## src/rtl/reg7_pkg.sv

```systemverilog
`default_nettype none
// ============================================================================
// Module      : reg7_pkg
// Description : Shared width and state definitions for the 7-bit serial
//               transmitter slice.
// Revision    : 1.0 - initial release
// ============================================================================
package reg7_pkg;

  localparam int DATA_W = 7;

  // Frame phases of the transmitter
  typedef enum logic [2:0] {
    IDLE   = 3'd0,
    START  = 3'd1,
    DATA   = 3'd2,
    PARITY = 3'd3,
    STOP   = 3'd4
  } tx_state_t;

endpackage
`default_nettype wire

```

## src/rtl/reg7_serial_tx_bit_timer.sv

```systemverilog
`default_nettype none
// ============================================================================
// Module      : bit_timer
// Description : Free-running bit-period counter. Counts 0..CLKS_PER_BIT-1 and
//               flags the terminal count; clear restarts the period.
// Revision    : 1.0 - initial release
// ============================================================================
module bit_timer #(
  parameter int CLKS_PER_BIT = 4
) (
  input  logic clk,
  input  logic reset,
  input  logic clear,
  output logic tick
);

  // A single-cycle period still needs a 1-bit counter to keep widths legal
  localparam int c_CNT_W = (CLKS_PER_BIT > 1) ? $clog2(CLKS_PER_BIT) : 1;
  localparam logic [c_CNT_W-1:0] c_TERM = c_CNT_W'(CLKS_PER_BIT - 1);

  logic [c_CNT_W-1:0] r_count;

  assign tick = (r_count == c_TERM);

  // Period counter: wraps on terminal count, restarts on clear
  always_ff @(posedge clk or posedge reset) begin
    if (reset) begin
      r_count <= '0;
    end else if (clear || tick) begin
      r_count <= '0;
    end else begin
      r_count <= r_count + 1'b1;
    end
  end

endmodule
`default_nettype wire

```

## src/rtl/reg7_serial_tx.sv

```systemverilog
`default_nettype none
// ============================================================================
// Module      : reg7_serial_tx
// Description : Parallel-to-serial transmitter for 7-bit words. Frame is
//               start bit, 7 data bits LSB first, optional even parity, stop.
//               All outputs are registered.
// Revision    : 1.0 - initial release
// ============================================================================
module reg7_serial_tx
  import reg7_pkg::*;
#(
  parameter int CLKS_PER_BIT = 4,
  parameter int PARITY_EN    = 1
) (
  input  logic              clk,
  input  logic              reset,
  input  logic [DATA_W-1:0] d,
  input  logic              load,
  output logic              ready,
  output logic              tx,
  output logic              busy,
  output logic              done
);

  tx_state_t         r_state, w_state_n;
  logic [DATA_W-1:0] r_shift, w_shift_n;
  logic [2:0]        r_idx,   w_idx_n;
  logic              r_par,   w_par_n;
  logic              r_tx,    w_tx_n;
  logic              r_ready, w_ready_n;
  logic              r_busy;
  logic              r_done,  w_done_n;
  logic              w_accept;
  logic              w_tick;

  assign w_accept = load && r_ready;

  bit_timer #(
    .CLKS_PER_BIT (CLKS_PER_BIT)
  ) u_bit_timer (
    .clk   (clk),
    .reset (reset),
    .clear (w_accept),
    .tick  (w_tick)
  );

  // State, datapath and output registers; tx is loaded with the value of the
  // phase being entered so the line changes exactly on the bit boundary
  always_ff @(posedge clk or posedge reset) begin
    if (reset) begin
      r_state <= IDLE;
      r_shift <= '0;
      r_idx   <= '0;
      r_par   <= 1'b0;
      r_tx    <= 1'b1;
      r_ready <= 1'b1;
      r_busy  <= 1'b0;
      r_done  <= 1'b0;
    end else begin
      r_state <= w_state_n;
      r_shift <= w_shift_n;
      r_idx   <= w_idx_n;
      r_par   <= w_par_n;
      r_tx    <= w_tx_n;
      r_ready <= w_ready_n;
      r_busy  <= ~w_ready_n;
      r_done  <= w_done_n;
    end
  end

  // Next-state and next-output decode
  always_comb begin
    w_state_n = r_state;
    w_shift_n = r_shift;
    w_idx_n   = r_idx;
    w_par_n   = r_par;
    w_tx_n    = r_tx;
    w_ready_n = r_ready;
    w_done_n  = 1'b0;
    case (r_state)
      IDLE: begin
        w_tx_n    = 1'b1;
        w_ready_n = 1'b1;
        if (w_accept) begin
          w_shift_n = d;
          w_par_n   = ^d;
          w_state_n = START;
          w_tx_n    = 1'b0;
          w_ready_n = 1'b0;
        end
      end
      START: begin
        if (w_tick) begin
          w_state_n = DATA;
          w_idx_n   = '0;
          w_tx_n    = r_shift[0];
        end
      end
      DATA: begin
        if (w_tick) begin
          if (r_idx == 3'(DATA_W - 1)) begin
            if (PARITY_EN != 0) begin
              w_state_n = PARITY;
              w_tx_n    = r_par;
            end else begin
              w_state_n = STOP;
              w_tx_n    = 1'b1;
            end
          end else begin
            w_idx_n   = r_idx + 3'd1;
            w_shift_n = r_shift >> 1;
            w_tx_n    = r_shift[1];
          end
        end
      end
      PARITY: begin
        if (w_tick) begin
          w_state_n = STOP;
          w_tx_n    = 1'b1;
        end
      end
      STOP: begin
        if (w_tick) begin
          w_state_n = IDLE;
          w_tx_n    = 1'b1;
          w_ready_n = 1'b1;
          w_done_n  = 1'b1;
        end
      end
      default: begin
        w_state_n = IDLE;
        w_tx_n    = 1'b1;
        w_ready_n = 1'b1;
      end
    endcase
  end

  assign tx    = r_tx;
  assign ready = r_ready;
  assign busy  = r_busy;
  assign done  = r_done;

endmodule
`default_nettype wire

```

## config.mk

```make
export PLATFORM = sky130hd
export DESIGN_NAME = reg7_serial_tx
export DESIGN_NICKNAME = d
export VERILOG_FILES = /design/src/rtl/reg7_pkg.sv /design/src/rtl/reg7_serial_tx_bit_timer.sv /design/src/rtl/reg7_serial_tx.sv
export SDC_FILE = /design/constraint.sdc
export NUM_CORES = 1
export LEC_CHECK = 0
export CORE_AREA = 4 4 52 54
export DETAILED_ROUTE_END_ITERATION = 10
export DIE_AREA = 0 0 56 58
export PLACE_DENSITY = 0.84
export SYNTH_ARGS = -nofsm -noshare
export SYNTH_HDL_FRONTEND = slang
export SYNTH_SLANG_ARGS = --single-unit
```

## constraint.sdc

```tcl
create_clock -name clk -period 2.73 [get_ports clk]
set_clock_uncertainty 0.2 [all_clocks]
set_input_delay 0.546 -clock clk [delete_from_list [all_inputs] [get_ports clk]]
set_output_delay 0.546 -clock clk [all_outputs]
set_load 0.01 [all_outputs]
```

==> impl_results.md, run 1 <==
- Outcome: complete, no violations
- CP Cell Sequence: clkdlybuf4s50_1
- Sequential area share after synthesis: 44.0%
- Floorplan die area: 3250 um2
- Standard cell with the maximum stage delay on the critical path: sky130_fd_sc_hd__dfstp_2
- Syn Inst Count: 101
- Syn Std Cell Area: 1140 um2
- First-pass GRT wire length: 3.86 mm
- Cell types with the highest counts after synthesis: sky130_fd_sc_hd__dfrtp_1, sky130_fd_sc_hd__mux2_2, sky130_fd_sc_hd__nand2_1, sky130_fd_sc_hd__nor2_1, sky130_fd_sc_hd__mux2_4
- Die width: 56 um
- Setup repair after global routing missed its margin: no
- Clock Pin Slew Worst Setup and Hold Paths: 0.10 ns
- Via count: 820
- Syn_nets: 114
- Count of routing violations after the opening detailed-route iteration: 32
- Ant. Diodes: 0
- Fin. Hold Viols: 0
- Nature of the critical path endpoint: output pin
- Delay of the slowest cell on the worst path: 0.59 ns
- EDFF count, synth: 0
- Number of top-level design ports: 14
- Clock Root Buffer: sky130_fd_sc_hd__clkbuf_4
- Async S/R FF share, synth: 100%
- Path type of the worst min-delay path: flip-flop to flip-flop
- Count of nets left with antenna violations after detail routing: 0
- Number of buffers created by CTS: 3
- Worst hold margin: 0.260 ns
- Overflow left after global routing: 0
- Maximum clock frequency: 458 MHz
- All-layer global routing usage: 14.9%
- Number of antenna violations at the first check in global routing: 0
- Type of the worst setup path: flip-flop to output pin
- Placed instance count: 138
- Core ar.: 2210 um2
- Final-report max-slew violation count: 0
- Final std cells w/o fill: 142
- Mapped Avg Cell Area: 11.3 um2
- Total detailed-routing wirelength: 2.16 mm
- Count of state elements after synthesis: 20
- Transition time at the pin with the least slew margin: 0.751 ns
- Depth of the most critical reg-to-reg path: 4
- Total Power Consumption: 1.23 mW
- Number of logic stages on the critical path including buffering: 1
- Post-detailed-route via-to-cell ratio: 5.77
- IO buf count: 13
- Crit path arrival time: 1.44 ns
- Static power due to leakage: 0.584 nW
- Critical-path maximum fanout: 6
- Row count: 17
- Most repeated cell in the gate-level netlist after synthesis: sky130_fd_sc_hd__dfrtp_1
- Setup-violating endpoint count in the final report: 0
- Max_cap viols: 0
- Final sum of negative setup slack: 0 ns
- YS warnings: 0
- Number of hold buffers added after CTS: 0
- Number of filler cells placed in the layout: 184
- Most area-hungry cell type in the Yosys netlist: sky130_fd_sc_hd__dfrtp_1
- CP startpoint kind: flip-flop
- Clock period minus worst slack: 2.18 ns
- DIE HEIGHT: 58 um
- Area share of the leading cell type in the synthesized netlist: 39.4%
- Count of unresolved DRC violations after routing: 0
- GP Congestion: 0.760
- Crit path buf inv count: 1
- Starting density of the core: 51.7%
- Vias in the first global route: 825
- Clock tree from TritonCTS: done
- PwrDens: 931 nW/um2
- Pre-Repair DR Iteration Count: 4
- Detailed placement HPWL: 1.65 mm
- Worst slew slack as a fraction of its limit: 49.9%
- Distinct cell type count of the synthesized netlist: 35
- Final nets: 128
- Fraction of final layout cells with drive strength greater than 1: 21.1%
- H-tree levels: 1
- Fin crit share: 80.0%
- Number of resized instances in the post-cts repair step: 0
- Clock sinks: 20
- Kind of cell adding the most delay to the critical path: flip-flops
- Worst-Skew Late Latency: 0.31 ns
- Data required time at the worst endpoint: 1.98 ns
- Area growth from synthesis to layout: 15.2%
- Worst-case clock buffer depth: 2
- Top cells by area in the synthesized netlist: sky130_fd_sc_hd__dfrtp_1, sky130_fd_sc_hd__mux2_4, sky130_fd_sc_hd__mux2_2, sky130_fd_sc_hd__dfstp_2, sky130_fd_sc_hd__xnor2_1
- Hold-critical path depth: 1
- Post-CTS repair timing setup buffer count: 0
- Highest ir drop seen on vdd: 0.631 mV
- Most common flop cell mapped by yosys: sky130_fd_sc_hd__dfrtp_1
- Average detailed-routed wire length per instance: 15.2 um
- Largest net degree at the start of global routing: 21
==> kinds of logic after synthesis <==
| logic type | share of synthesized area (%) |
|---|---|
| mux | 17.5 |
| xor+xnor | 5.36 |
| simple gates | 14.1 |
| buf+inv | 4.70 |
| flops | 44.0 |
| fa+ha+maj | 3.28 |
| compound gates | 11.1 |
==> flip-flops by register name (all words and copies together) (netlist names), 2 cells and up <==
name / flops
r_shift: 7
r_idx: 3
u_bit_timer.r_count: 2
r_state: 3
==> cell type report <==
class	count	area, um2	share of cell area (%)
Inverter	5	18.8	1.42
Multi-Input combinational cell	71	587	44.5
Tap cell	28	35.0	2.66
Sequential cell	20	503	38.2
Clock buffer	4	36.3	2.75
Timing Repair Buffer	14	138	10.4
==> worst paths after layout <==
check	startpoint	end	slack, ns
setup / recovery	ready	ready	0.55
hold / removal	u_bit_timer.r_count[0]	u_bit_timer.r_count[0]	0.26
setup reg to reg	r_state[1]	r_shift[0]	0.59
hold reg to reg	u_bit_timer.r_count[0]	u_bit_timer.r_count[0]	0.26
max in group asynchronous	reset	r_state[2]	1.39
min in group asynchronous	reset	r_shift[2]	0.45
==> routing by layer <==
metal | part of all wire (%) | GRT usage (%)
met1 | 41 | 17.7
met2 | 55 | 27.2
met3 | 3.0 | 2.45
met4 | 1.6 | 5.42
met5 | 0 | 0
==> stage by stage <==
stage | cell area [um2] | utilization (%) | setup WS (ns)
detailed placement | 1280 | 57.9 | 0.300
global placement | 1280 | 57.9 | 0.403
CTS | 1320 | 59.6 | 0.540
finish | 1320 | 59.6 | 0.546
floorplan | 1140 | - | 0.804
global route | 1320 | 59.6 | 0.463
==> cells in the final DEF, fill, tap and decap left out, drive strengths merged <==
cell type	instances
and3	2
nor3b	3
nand3	1
a2bb2oi	1
a21oi	4
dfstp	2
mux2i	2
a211oi	2
o32ai	1
o2bb2ai	1
o22ai	3
or3b	1
clkdlybuf4s50	13
nand2	7
clkbuf	4
xor2	2
ha	3
and3b	1
inv	5
buf	1
o21ai	3
nor4b	1
dfrtp	18
a21o	1
nor2b	2
nor3	2
xnor2	5
nor4	1
nor2	7
a32o	1
mux2	14
==> power by group <==
group	switching [mW]	total, mW	leakage, nW	internal [mW]
Clock	0.0919	0.173	0.0210	0.0814
Combinational	0.245	0.532	0.316	0.287
Sequential	0.0995	0.521	0.248	0.421
Power figures use the tool's default switching activity.
==> inputs of run 2 (changes only) <==
==> constraint.sdc (replaced) <==
create_clock -name clk -period 2.1 [get_ports clk]
set_clock_uncertainty 0.2 [all_clocks]
set_input_delay 0.42 -clock clk [delete_from_list [all_inputs] [get_ports clk]]
set_output_delay 0.42 -clock clk [all_outputs]
set_load 0.01 [all_outputs]
==> run 2 against run 1 <==
  * Sequential share of layout area shrank 1.5 points
  * Register-to-register slack got worse by 0.42 ns
  * Non-clock buffer count increased by 7
  * Worst setup slack worse by 0.47 ns
  * Wire length fell by 1.5%
  * Clock power grew 29%
  * Critical path type unchanged
  * Count of clock-buffer cells in the layout stayed put
  * Cell count up 4.9%
  * Via count stayed put
==> impl_results.md, run 2 (synthesis gave the netlist of run 1 again) <==
- Sequential fraction of design power: 38.7%
- Via count: 820
- Worst-case clock buffer depth: 2
- Depth of the most critical reg-to-reg path: 4
- Kind of cell adding the most delay to the critical path: flip-flops
- Critical-path maximum fanout: 4
- Final nets: 135
- Setup repair after global routing missed its margin: no
- Maximum clock frequency: 494 MHz
- Crit path buf inv count: 1
- Nature of the critical path endpoint: output pin
- Static power due to leakage: 0.619 nW
- Type of the worst setup path: flip-flop to output pin
- Count of unresolved DRC violations after routing: 0
- Int Power: 1.08 mW
- Vias in the first global route: 807
- Pre-Repair DR Iteration Count: 4
- Clock Root Buffer: sky130_fd_sc_hd__clkbuf_4
- CP Cell Sequence: clkdlybuf4s50_1
- Die width: 56 um
- Ant. Diodes: 0
- Overflow left after global routing: 0
- DIE HEIGHT: 58 um
- Top flop regs: r_shift x7, r_idx x3, r_state x3
- Number of antenna violations at the first check in global routing: 0
- Multi-input gate area: 587 um2
- Combinational Power Share: 47.7%
- Count of routing violations after the opening detailed-route iteration: 19
- Delay of the slowest cell on the worst path: 0.57 ns
- Clock tree from TritonCTS: done
- Worst hold margin: 0.197 ns
- Reg-to-reg critical path endpoint: r_shift[2]
- Final sum of negative setup slack: 0 ns
- Most frequent standard cell in the layout excluding fill and tap cells: sky130_fd_sc_hd__dfrtp_1
- Top library cells by usage in the layout, fill and taps aside: sky130_fd_sc_hd__dfrtp_1, sky130_fd_sc_hd__clkdlybuf4s50_1, sky130_fd_sc_hd__buf_4
- Transition time at the pin with the least slew margin: 0.432 ns
- Number of filler cells placed in the layout: 185
- Count of nets left with antenna violations after detail routing: 0
- Post-layout utilization of the core: 61.9%
- Sw Share: 34.5%
- Fin crit share: 96.4%
- Crit path arrival time: 1.40 ns
- Worst slew slack as a fraction of its limit: 71.1%
- Number of hold buffers added after CTS: 0
- Number of resized instances in the post-cts repair step: 0
- Starting density of the core: 51.7%
- Setup-violating endpoint count in the final report: 0
- Final-report max-slew violation count: 0
- Number of buffers created by CTS: 3
- Largest net degree at the start of global routing: 16
- First-pass GRT wire length: 3.65 mm
- Area growth from synthesis to layout: 19.8%
- Row count: 17
- Core ar.: 2210 um2
- Fin. Hold Viols: 0
- Fraction of power consumed by the clock network: 13.6%
- Max_cap viols: 0
- Final instance area: 1370 um2
- GP Congestion: 0.772
- Clock period minus worst slack: 2.02 ns
- Fraction of final layout cells with drive strength greater than 1: 25.6%
- PwrDens: 1200 nW/um2
- Largest Register: r_shift
- Standard cell with the maximum stage delay on the critical path: sky130_fd_sc_hd__dfstp_2
- CP startpoint kind: flip-flop
- Floorplan die area: 3250 um2
- Worst-Skew Late Latency: 0.30 ns
- Number of top-level design ports: 14
- Outcome: complete, no violations
- Total detailed-routing wirelength: 2.13 mm
- Clock sinks: 20
- All-layer global routing usage: 14.4%
- H-tree levels: 1
- Max FFs per register: 7
- Clock Pin Slew Worst Setup and Hold Paths: 0.11 ns
- Average detailed-routed wire length per instance: 14.3 um
- Flop2flop setup slack: 0.17 ns
- Path type of the worst min-delay path: primary input to asynchronous set/reset pin
- Post-CTS repair timing setup buffer count: 0
- Placed cell areas: 1330 um2
- Area taken by flip-flops and latches: 503 um2
- Source of the worst register-to-register timing path: r_state[0]
- Highest ir drop seen on vdd: 0.911 mV
- Post-detailed-route via-to-cell ratio: 5.50
- Reported net switching power: 0.565 mW
- Data required time at the worst endpoint: 1.48 ns
- IO buf count: 13
- Detailed placement HPWL: 1.59 mm
==> run 2: stage by stage <==
| stage | std cells | total power [mW] | worst slack [ns] |
|---|---|---|---|
| final | 149 | 1.64 | 0.0752 |
| after global routing | 149 | 1.76 | 0.00655 |
| after CTS | 148 | 1.64 | 0.0169 |
| after detailed placement | 144 | 1.42 | 0.0174 |
| after global placement | 144 | 1.37 | 0.0529 |
| after floorplan | 101 | 1.22 | 0.174 |
==> run 2: worst max-delay path by stage <==
stage          startpoint          to  slack (ns)  cells after the start
2_1_floorplan  r_state[0]  r_shift[0]        0.17                      5
3_3_place_gp         load  r_shift[4]        0.05                      6
3_5_place_dp         load  r_shift[2]        0.02                      6
4_1_cts             ready       ready        0.02                      1
5_1_grt             ready       ready       0.007                      1
6_report            ready       ready        0.08                      1
==> run 2: layer usage <==
metal	up-vias	share of wire [%]	routed length (um)	track usage, %
met5	-	0	0	0
met4	0	2.8	59	6.10
met3	7	5.5	116	4.68
met2	20	51	1090	24.4
met1	396	41	863	16.9
li1	397	-	-	-
==> run 2: power groups by stage <==
stage / Clock (mW) / Sequential [mW] / Combinational (mW)
after floorplan: 0 / 0.633 / 0.584
after global placement: 0 / 0.635 / 0.738
after detailed placement: 0 / 0.648 / 0.768
after CTS: 0.234 / 0.640 / 0.769
after global routing: 0.256 / 0.650 / 0.854
final: 0.224 / 0.635 / 0.782
==> run 2: layout make-up <==
cell class,count,area share (%)
Clock buffer,4,2.65
Tap cell,28,2.56
Timing Repair Buffer,21,13.9
Sequential cell,20,36.7
Multi-Input combinational cell,71,42.8
Inverter,5,1.37
